`config.mk`:
```
export PLATFORM = sky130hd
export DESIGN_NAME = head_seq
export DESIGN_NICKNAME = d
export VERILOG_FILES = /design/src/rtl/head_seq.sv
export SDC_FILE = /design/constraint.sdc
export NUM_CORES = 1
export LEC_CHECK = 0
export CAP_MARGIN = 20
export CORE_ASPECT_RATIO = 0.5
export CORE_MARGIN = 2
export CORE_UTILIZATION = 40
export CTS_BUF_LIST = sky130_fd_sc_hd__clkbuf_16
export DETAILED_ROUTE_END_ITERATION = 7
export GPL_TIMING_DRIVEN = 0
export PLACE_DENSITY_LB_ADDON = 0.15
export SYNTH_ARGS = -nofsm -noshare
export SYNTH_HDL_FRONTEND = slang
export SYNTH_SLANG_ARGS = --single-unit
```
`constraint.sdc`:
```
create_clock -name clk -period 2.9 [get_ports clk]
set_clock_uncertainty 0.15 [all_clocks]
set_input_delay 0.58 -clock clk [delete_from_list [all_inputs] [get_ports clk]]
set_output_delay 0.58 -clock clk [all_outputs]
set_load 0.05 [all_outputs]
```
`src/rtl/head_seq.sv`:
```
// Head tile engine instruction sequencer: fetches 16-bit instructions,
// moves 4x4 tiles between weight memory and the systolic array operand
// registers, drives multiply/clear/activation strobes and stores results.
//
// state    | meaning
// ---------+---------------------------------------------------
// S_IDLE   | out of reset, waiting for start
// S_FETCH  | present pc on imem_addr
// S_DECODE | instruction word valid; latch ir and dispatch
// S_LOAD   | stream 16 words into left/right operand (cnt 0..16)
// S_MULW   | wait for arr_done, bounded by MUL_TMO
// S_STORE  | write 16 result elements back (cnt 0..15)
// S_HALT   | HALT executed, waiting for start
// S_ERR    | illegal opcode or multiply timeout, waiting for start
module head_seq #(
   parameter int IADDR_W = 8,
   parameter int WADDR_W = 8,
   parameter int DW      = 16,
   parameter int MUL_TMO = 64
) (
   input  logic               clk,
   input  logic               rst,
   input  logic               start,
   output logic               busy,
   output logic               halted,
   output logic               err,
   output logic [IADDR_W-1:0] pc,
   output logic [IADDR_W-1:0] imem_addr,
   input  logic [15:0]        imem_rdata,
   output logic [WADDR_W-1:0] wmem_addr,
   output logic               wmem_we,
   output logic [DW-1:0]      wmem_wdata,
   input  logic [DW-1:0]      wmem_rdata,
   output logic               arr_ld_l,
   output logic               arr_ld_r,
   output logic [3:0]         arr_idx,
   output logic [DW-1:0]      arr_ld_data,
   output logic               arr_start,
   input  logic               arr_done,
   output logic               arr_clr,
   output logic               arr_act,
   output logic [3:0]         arr_res_idx,
   input  logic [DW-1:0]      arr_res_data
);

   localparam int TMO_W = $clog2(MUL_TMO + 1);

   localparam logic [3:0] OP_NOP  = 4'h0;
   localparam logic [3:0] OP_LDL  = 4'h1;
   localparam logic [3:0] OP_LDR  = 4'h2;
   localparam logic [3:0] OP_MUL  = 4'h3;
   localparam logic [3:0] OP_STR  = 4'h4;
   localparam logic [3:0] OP_ACT  = 4'h6;
   localparam logic [3:0] OP_CLR  = 4'h8;
   localparam logic [3:0] OP_HALT = 4'hF;

   typedef enum logic [2:0] {
      S_IDLE, S_FETCH, S_DECODE, S_LOAD, S_MULW, S_STORE, S_HALT, S_ERR
   } state_t;

   state_t             state, state_n;
   logic [IADDR_W-1:0] pc_n;
   logic [15:0]        ir, ir_n;
   logic [4:0]         cnt, cnt_n;
   logic [TMO_W-1:0]   tmo, tmo_n;
   logic [IADDR_W-1:0] pc_inc;
   logic [15:0]        addr16;
   logic [4:0]         cnt_m1;
   logic               unused_addr_hi;

   // Tile address is computed at full operand width, then truncated so it
   // wraps modulo the weight memory size.
   assign addr16         = {ir[15:4], 4'b0000} + {11'b0, cnt};
   assign unused_addr_hi = ^addr16[15:WADDR_W];
   assign cnt_m1         = cnt - 5'd1;
   assign pc_inc         = pc + IADDR_W'(1);

   // State and datapath registers; reset drops every strobe at once because
   // all outputs are decoded from these registers.
   always_ff @(posedge clk or negedge rst) begin
      if (!rst) begin
         state <= S_IDLE;
         pc    <= '0;
         ir    <= '0;
         cnt   <= '0;
         tmo   <= '0;
      end else begin
         state <= state_n;
         pc    <= pc_n;
         ir    <= ir_n;
         cnt   <= cnt_n;
         tmo   <= tmo_n;
      end
   end

   // Next-state logic and output decode.
   always_comb begin
      state_n     = state;
      pc_n        = pc;
      ir_n        = ir;
      cnt_n       = cnt;
      tmo_n       = tmo;
      busy        = 1'b1;
      halted      = 1'b0;
      err         = 1'b0;
      imem_addr   = '0;
      wmem_addr   = '0;
      wmem_we     = 1'b0;
      wmem_wdata  = '0;
      arr_ld_l    = 1'b0;
      arr_ld_r    = 1'b0;
      arr_idx     = '0;
      arr_ld_data = '0;
      arr_start   = 1'b0;
      arr_clr     = 1'b0;
      arr_act     = 1'b0;
      arr_res_idx = '0;
      case (state)
         S_IDLE, S_HALT, S_ERR: begin
            busy   = 1'b0;
            halted = (state == S_HALT);
            err    = (state == S_ERR);
            if (start) begin
               pc_n    = '0;
               state_n = S_FETCH;
            end
         end
         S_FETCH: begin
            imem_addr = pc;
            state_n   = S_DECODE;
         end
         S_DECODE: begin
            ir_n = imem_rdata;
            case (imem_rdata[3:0])
               OP_NOP: begin
                  pc_n    = pc_inc;
                  state_n = S_FETCH;
               end
               OP_CLR: begin
                  arr_clr = 1'b1;
                  pc_n    = pc_inc;
                  state_n = S_FETCH;
               end
               OP_ACT: begin
                  arr_act = 1'b1;
                  pc_n    = pc_inc;
                  state_n = S_FETCH;
               end
               OP_LDL, OP_LDR: begin
                  cnt_n   = '0;
                  state_n = S_LOAD;
               end
               OP_MUL: begin
                  arr_start = 1'b1;
                  tmo_n     = '0;
                  state_n   = S_MULW;
               end
               OP_STR: begin
                  cnt_n   = '0;
                  state_n = S_STORE;
               end
               OP_HALT: state_n = S_HALT;
               default: state_n = S_ERR;
            endcase
         end
         S_LOAD: begin
            // Read address leads the array load by one cycle to cover the
            // synchronous memory latency.
            if (!cnt[4]) wmem_addr = addr16[WADDR_W-1:0];
            if (cnt != 5'd0) begin
               if (ir[3:0] == OP_LDR) arr_ld_r = 1'b1;
               else                   arr_ld_l = 1'b1;
               arr_idx     = cnt_m1[3:0];
               arr_ld_data = wmem_rdata;
            end
            if (cnt == 5'd16) begin
               cnt_n   = '0;
               pc_n    = pc_inc;
               state_n = S_FETCH;
            end else begin
               cnt_n = cnt + 5'd1;
            end
         end
         S_MULW: begin
            if (arr_done) begin
               pc_n    = pc_inc;
               state_n = S_FETCH;
            end else if (tmo == TMO_W'(MUL_TMO - 1)) begin
               state_n = S_ERR;
            end else begin
               tmo_n = tmo + TMO_W'(1);
            end
         end
         S_STORE: begin
            arr_res_idx = cnt[3:0];
            wmem_addr   = addr16[WADDR_W-1:0];
            wmem_we     = 1'b1;
            wmem_wdata  = arr_res_data;
            if (cnt == 5'd15) begin
               cnt_n   = '0;
               pc_n    = pc_inc;
               state_n = S_FETCH;
            end else begin
               cnt_n = cnt + 5'd1;
            end
         end
         default: state_n = S_IDLE;
      endcase
   end

endmodule

```
==> results of run 1 <==
-- layout make-up --
cell class | instances | area, µm²
sequential | 31 | 778
tap | 73 | 91.3
clock inverter | 3 | 12.5
fill | 468 | 1920
multi-input combinational | 214 | 1490
clock buffer | 5 | 125
timing repair buffer | 116 | 1060
buffer | 20 | 108
inverter | 20 | 75.1
-- power groups by stage --
| stage | registers, mW | clock network, mW | logic, mW |
|---|---|---|---|
| after global routing | 0.704 | 0.529 | 2.35 |
| after global placement | 0.678 | 0 | 2.18 |
| after CTS | 0.683 | 0.507 | 2.19 |
| final | 0.690 | 0.503 | 2.19 |
| after floorplan | 0.702 | 0 | 1.53 |
| after detailed placement | 0.688 | 0 | 2.23 |
-- cells by family (layout without fill, tap and decap cells) --
group	count (synthesis)	count (layout)
AO/OA/AOI/OAI	54	54
XOR/XNOR	8	8
adder cells (fa/ha/maj)	10	10
buffers and inverters	41	164
flip-flops	31	31
multiplexers	9	9
AND/OR/NAND/NOR	133	133
-- metal layers --
| layer | track usage (%) | share of wire (%) |
|---|---|---|
| met5 | 0 | 0 |
| met4 | 7.84 | 1.9 |
| met3 | 5.42 | 6.2 |
| met2 | 40.7 | 48 |
| met1 | 30.4 | 44 |
-- placed cells by master, fill, tap and decap left out, types with 6 or more instances in the layout --
master           netlist  routed
ha_1                  10      10
buf_2                  3      19
clkdlybuf4s15_2        0      25
clkbuf_2               0       7
nand2_1               14      14
nor2_1                19      18
nor3_1                12      12
buf_4                  2       6
o22ai_1                6       6
dfrtp_1               31      29
o21ai_0                8       7
nand3_1                9       9
and2_1                24      24
clkbuf_1              12       7
mux2_2                 8       8
inv_1                 19      21
dlygate4sd2_1          0      15
a21oi_1                6       6
clkdlybuf4s50_1        0      47
and3_1                24      24
-- metrics by stage --
stage	cells	TNS (ps)	instance area (µm²)	total power [mW]	hold slack [ps]
2_1_floorplan	286	0	2420	2.24	134
3_3_place_gp	472	-8130	3650	2.85	317
3_5_place_dp	473	-9240	3650	2.92	321
4_1_cts	481	-2.30	3780	3.38	233
5_1_grt	482	0	3740	3.58	271
6_report	482	0	3740	3.38	203
-- path summary, 6_finish.rpt --
path                                      startpoint                  to  slack [ps]  depth (start not counted)
worst max-delay path            state[2]$_DFFE_PN0P_           arr_start          80                          5
worst min-delay path                             rst  tmo[3]$_DFFE_PN0P_         200                          1
worst max register to register    cnt[2]$_DFFE_PN0P_   pc[1]$_DFFE_PN0P_         160                          9
worst min register to register     ir[3]$_DFFE_PN0N_   ir[3]$_DFFE_PN0N_         340                          2
max in group asynchronous                        rst  cnt[0]$_DFFE_PN0P_        1880                          1
min in group clk                   ir[3]$_DFFE_PN0N_   ir[3]$_DFFE_PN0N_         340                          2
-- state kept, by name, summed over array words and instances (netlist names) --
| signal | cells |
|---|---|
| ir | 8 |
| pc | 8 |
| tmo | 7 |
| cnt | 5 |
| state | 3 |
-- timing repair --
action / CTS / global route
pin swaps: 1 / 1
buffers inserted: 0 / 2
resized for setup: 193 / 34
setup endpoints to repair: 65 / 52
==> flow_summary.json, run 1 <==
{
  "place_ws_ps": -510,
  "crit_chain": "or3b_2, buf_4, or2_1, inv_2, buf_4",
  "timing.critical_path.buf_inv": 3,
  "sw_frac_of_total_pct": 51.5,
  "ys_seq_elements": 31,
  "nets": 470,
  "slew_viol_final": 0,
  "initial_core_util_pct": 42.9,
  "hold_viol_final": 0,
  "via_per_inst": 5.45,
  "gp_congestion": 0.854,
  "final_core_util_pct": 66.1,
  "antenna_left": 0,
  "p_leak_nw": 1.74,
  "core_mm2": 0.00566,
  "p_seq_share_pct": 20.4,
  "slowest_delay_ps": 470,
  "outcome": "complete, no violations",
  "clk_latency_ps": 280,
  "cts_hold_buf": 0,
  "slew_headroom_pct": 51.5,
  "syn_inst": 286,
  "combPwrFrac_pct": 64.7,
  "drv_cap": 0,
  "synthToLayoutAreaGrowth_pct": 54.2,
  "cpMaxStageDelayCell": "or3b_2",
  "wire_per_inst_um": 16.1,
  "synth_top_cell_by_area": "dfrtp_1",
  "vdd_drop_max_mv": 0.388,
  "insertedDiodeCount": 0,
  "drt_iter0_drc": 76,
  "rsz0062_at_grt": "no",
  "netlist.area_leader.share_pct": 32.0,
  "grt.total_usage_pct": 23.8,
  "antenna_found_initial": 0,
  "hold_class": "in -> async",
  "synth_top_family_by_area": "simple AND/OR/NAND/NOR gates",
  "die_h_um": 59.1,
  "synthXorXnorAreaFrac_pct": 2.89,
  "fin_crit_ps": 2820,
  "layout-drive-gt1-share_pct": 22.5,
  "overflow": 0,
  "rows": 19,
  "grt_max_degree": 32,
  "ys_seq_area_share_pct": 32.0,
  "clk_pin_slew_ps": 50,
  "intPower_mw": 1.64,
  "worstMarginPinSlew_ps": 727,
  "yosysUniqueCellTypes": 55,
  "fmax_ghz": 0.354,
  "clk_path_buf_depth": 2,
  "worst_ep_arrival_time_ps": 2090,
  "synth_fa_ha_area_share_pct": 5.16,
  "synth_most_common_cell": "dfrtp_1",
  "critPathTopFamily": "simple AND/OR/NAND/NOR gates",
  "hpwl_mm": 5.87,
  "cts_sinks": 31,
  "ctsRootBufferMaster": "clkbuf_16",
  "cts-buffers-inserted": 5,
  "grt_pass1_wl_mm": 12.5,
  "route.detailed.drc": 0,
  "synth_area_leaders": "dfrtp_1 (32%), and2_1 (6.2%), and3_1 (6.2%)",
  "synth.area.mux_share_pct": 4.13,
  "critPathKind": "reg -> out",
  "cp-start-kind": "register",
  "synth-main-ff-cell": "dfrtp_1",
  "dieArea_mm2": 0.00674,
  "synth_enable_flop_cells": 0,
  "worst_ep_required_time_ps": 2170,
  "grt_pass1_vias": 2479,
  "syn_avg_cell_area_um2": 8.48,
  "synth_compound_area_share_pct": 16.2,
  "period_share_pct": 97.3,
  "switchingPower_mw": 1.74,
  "finalSetupViolCount": 0,
  "vias": 2627,
  "path_common_cell": "buf_4",
  "htree_levels": 2,
  "synth-simple-area-share_pct": 32.2,
  "drt_wl_total_mm": 7.76,
  "ioPinCount": 125,
  "dr.pass1.iters": 4,
  "cp_max_fo": 9,
  "syn_area_mm2": 0.00242,
  "cts_tree": "done",
  "end_kind": "primary output",
  "dieWidth_um": 114,
  "fin_ws_ps": 78.1,
  "synthTopCellsByCount": "dfrtp_1 (31), and2_1 (24), and3_1 (24)",
  "synth_nets": 348,
  "async_flop_share_pct": 100,
  "yosys_warnings": 0,
  "p_per_area_mw_per_mm2": 903,
  "port_buffers": 113,
  "power_frac_clock_pct": 14.9
}
No activity file was read; power rests on OpenSTA's default activity.
==> run 2: changes to the inputs <==
CAP_MARGIN = 25   (was 20)
CTS_CLUSTER_DIAMETER = 30   (was not set)
==> results of run 2 <==
The final DEF is identical to that of run 1; final timing and power are the same.
==> run 3: changes to the inputs <==
RECOVER_POWER = 100   (was not set)
==> run 3 against run 2 <==
Net effect: the run now ends with max-capacitance violations, max-slew violations left; sequential power hardly changed; clock power about the same; non-clock buffer count stayed put; register-to-register slack hardly changed; critical path type unchanged; critical endpoint unchanged.
==> flow_summary.json, run 3 (synthesis results as in run 1) <==
{
  "rsz0062_at_grt": "no",
  "clk_path_buf_depth": 2,
  "r2r_cells": 9,
  "ioPinCount": 125,
  "critPathKind": "reg -> out",
  "fmax_ghz": 0.353,
  "hp-start": "ir[3]$_DFFE_PN0N_",
  "vdd_drop_max_mv": 0.385,
  "grt.total_usage_pct": 23.8,
  "die_h_um": 59.1,
  "layout-drive-gt1-share_pct": 21.3,
  "drv_cap": 1,
  "place_area_mm2": 0.00365,
  "crit_chain": "or3b_2, buf_4, or2_1, inv_2, buf_4",
  "drt_wl_total_mm": 7.80,
  "mostFrequentLayoutCells": "clkdlybuf4s50_1 (38), dfrtp_1 (29), clkdlybuf4s15_2 (25), and3_1 (24), inv_1 (21)",
  "r2r_slack_ps": 160,
  "worst_ep_arrival_time_ps": 2110,
  "fin_ws_ps": 64.0,
  "nets": 470,
  "fin_crit_ps": 2840,
  "cts_sinks": 31,
  "tns_ps": 0,
  "hold_viol_final": 0,
  "antenna_left": 0,
  "slew_headroom_pct": -15.4,
  "vias": 2620,
  "cts_tree": "done",
  "grt_pass1_wl_mm": 12.5,
  "via_per_inst": 5.44,
  "finalSetupViolCount": 0,
  "clk_pin_slew_ps": 50,
  "violations": "max-capacitance violations, max-slew violations",
  "slowest_delay_ps": 470,
  "fin_area_mm2": 0.00373,
  "insertedDiodeCount": 0,
  "dp_cells": 473,
  "p_per_area_mw_per_mm2": 904,
  "path_common_cell": "buf_4",
  "grt_pass1_vias": 2479,
  "htree_levels": 2,
  "rr_startpoint": "cnt[2]$_DFFE_PN0P_",
  "cp-start-kind": "register",
  "slew_viol_final": 32,
  "drt_iter0_drc": 64,
  "port_buffers": 113,
  "p_leak_nw": 1.75,
  "period_share_pct": 97.8,
  "timing.rr.end": "pc[1]$_DFFE_PN0P_",
  "place_ws_ps": -510,
  "hold_class": "reg -> reg",
  "ctsRootBufferMaster": "clkbuf_16",
  "route.detailed.drc": 0,
  "outcome": "complete, but fails checks",
  "worstMarginPinSlew_ps": 1730,
  "wire_per_inst_um": 16.2,
  "grt_max_degree": 32,
  "antenna_found_initial": 0,
  "end_kind": "primary output",
  "cts_hold_buf": 0,
  "initial_core_util_pct": 42.9,
  "reg.largest.list": "ir (8), pc (8), tmo (7)",
  "total_power_mw": 3.37,
  "gp_congestion": 0.854,
  "stdcell_count": 482,
  "cpMaxStageDelayCell": "or3b_2",
  "final_common_cell": "clkdlybuf4s50_1",
  "cts-buffers-inserted": 5,
  "worst_ep_required_time_ps": 2170,
  "cp_max_fo": 9,
  "dieArea_mm2": 0.00674,
  "hpwl_mm": 5.87,
  "hold-path-endpoint": "ir[3]$_DFFE_PN0N_",
  "rows": 19,
  "overflow": 0,
  "min_path_cells": 2,
  "synthToLayoutAreaGrowth_pct": 53.7,
  "clk_latency_ps": 280,
  "dr.pass1.iters": 4,
  "dieWidth_um": 114,
  "core_mm2": 0.00566
}
-- run 3: cell type report --
cell class	count	area (µm²)
clock inverter	3	12.5
clock buffer	5	125
multi-input combinational	214	1490
inverter	20	75.1
fill	472	1930
buffer	20	100
tap	73	91.3
sequential	31	778
timing repair buffer	116	1060
-- run 3: power breakdown --
group / internal, mW / switching (mW)
logic: 0.749 / 1.43
clock network: 0.310 / 0.193
registers: 0.568 / 0.121
-- run 3: repair_timing --
item / 4_1_cts / 5_1_grt
gates cloned: 0 / 0
pin swaps: 1 / 1
buffers inserted: 0 / 2
gates resized for setup: 193 / 34
endpoints found under the setup margin: 65 / 52
-- run 3: how the worst max path moves through the flow --
stage | startpoint | to | slack [ps] | cells past startpoint
4_1_cts | state[1]$_DFFE_PN0P_ | arr_start | -2 | 6
5_1_grt | cnt[0]$_DFFE_PN0P_ | arr_ld_data[13] | 0.2 | 7
3_3_place_gp | imem_rdata[3] | arr_start | -520 | 6
6_report | state[2]$_DFFE_PN0P_ | arr_start | 60 | 5
2_1_floorplan | cnt[0]$_DFFE_PN0P_ | arr_ld_l | 160 | 5
3_5_place_dp | imem_rdata[3] | arr_start | -510 | 6
-- run 3: per-stage QoR --
stage / util, % / hold slack (ps)
2_1_floorplan: - / 134
3_3_place_gp: 64.5 / 317
3_5_place_dp: 64.5 / 321
4_1_cts: 66.8 / 233
5_1_grt: 65.9 / 372
6_report: 65.9 / 340
-- run 3: worst max-delay path: cells and delay by family, from the launching register on --
| family | cells | cell delay (ps) |
|---|---|---|
| buffers and inverters | 3 | 540 |
| and+or+nand+nor | 2 | 820 |
| DFF | 1 | 460 |
-- run 3: routing by layer --
metal	part of all wire [%]	GRT usage (%)	up-vias
li1	-	-	1275
met3	5.9	5.42	16
met2	48	40.7	90
met4	1.9	7.84	0
met1	44	30.4	1239
met5	0	0	-
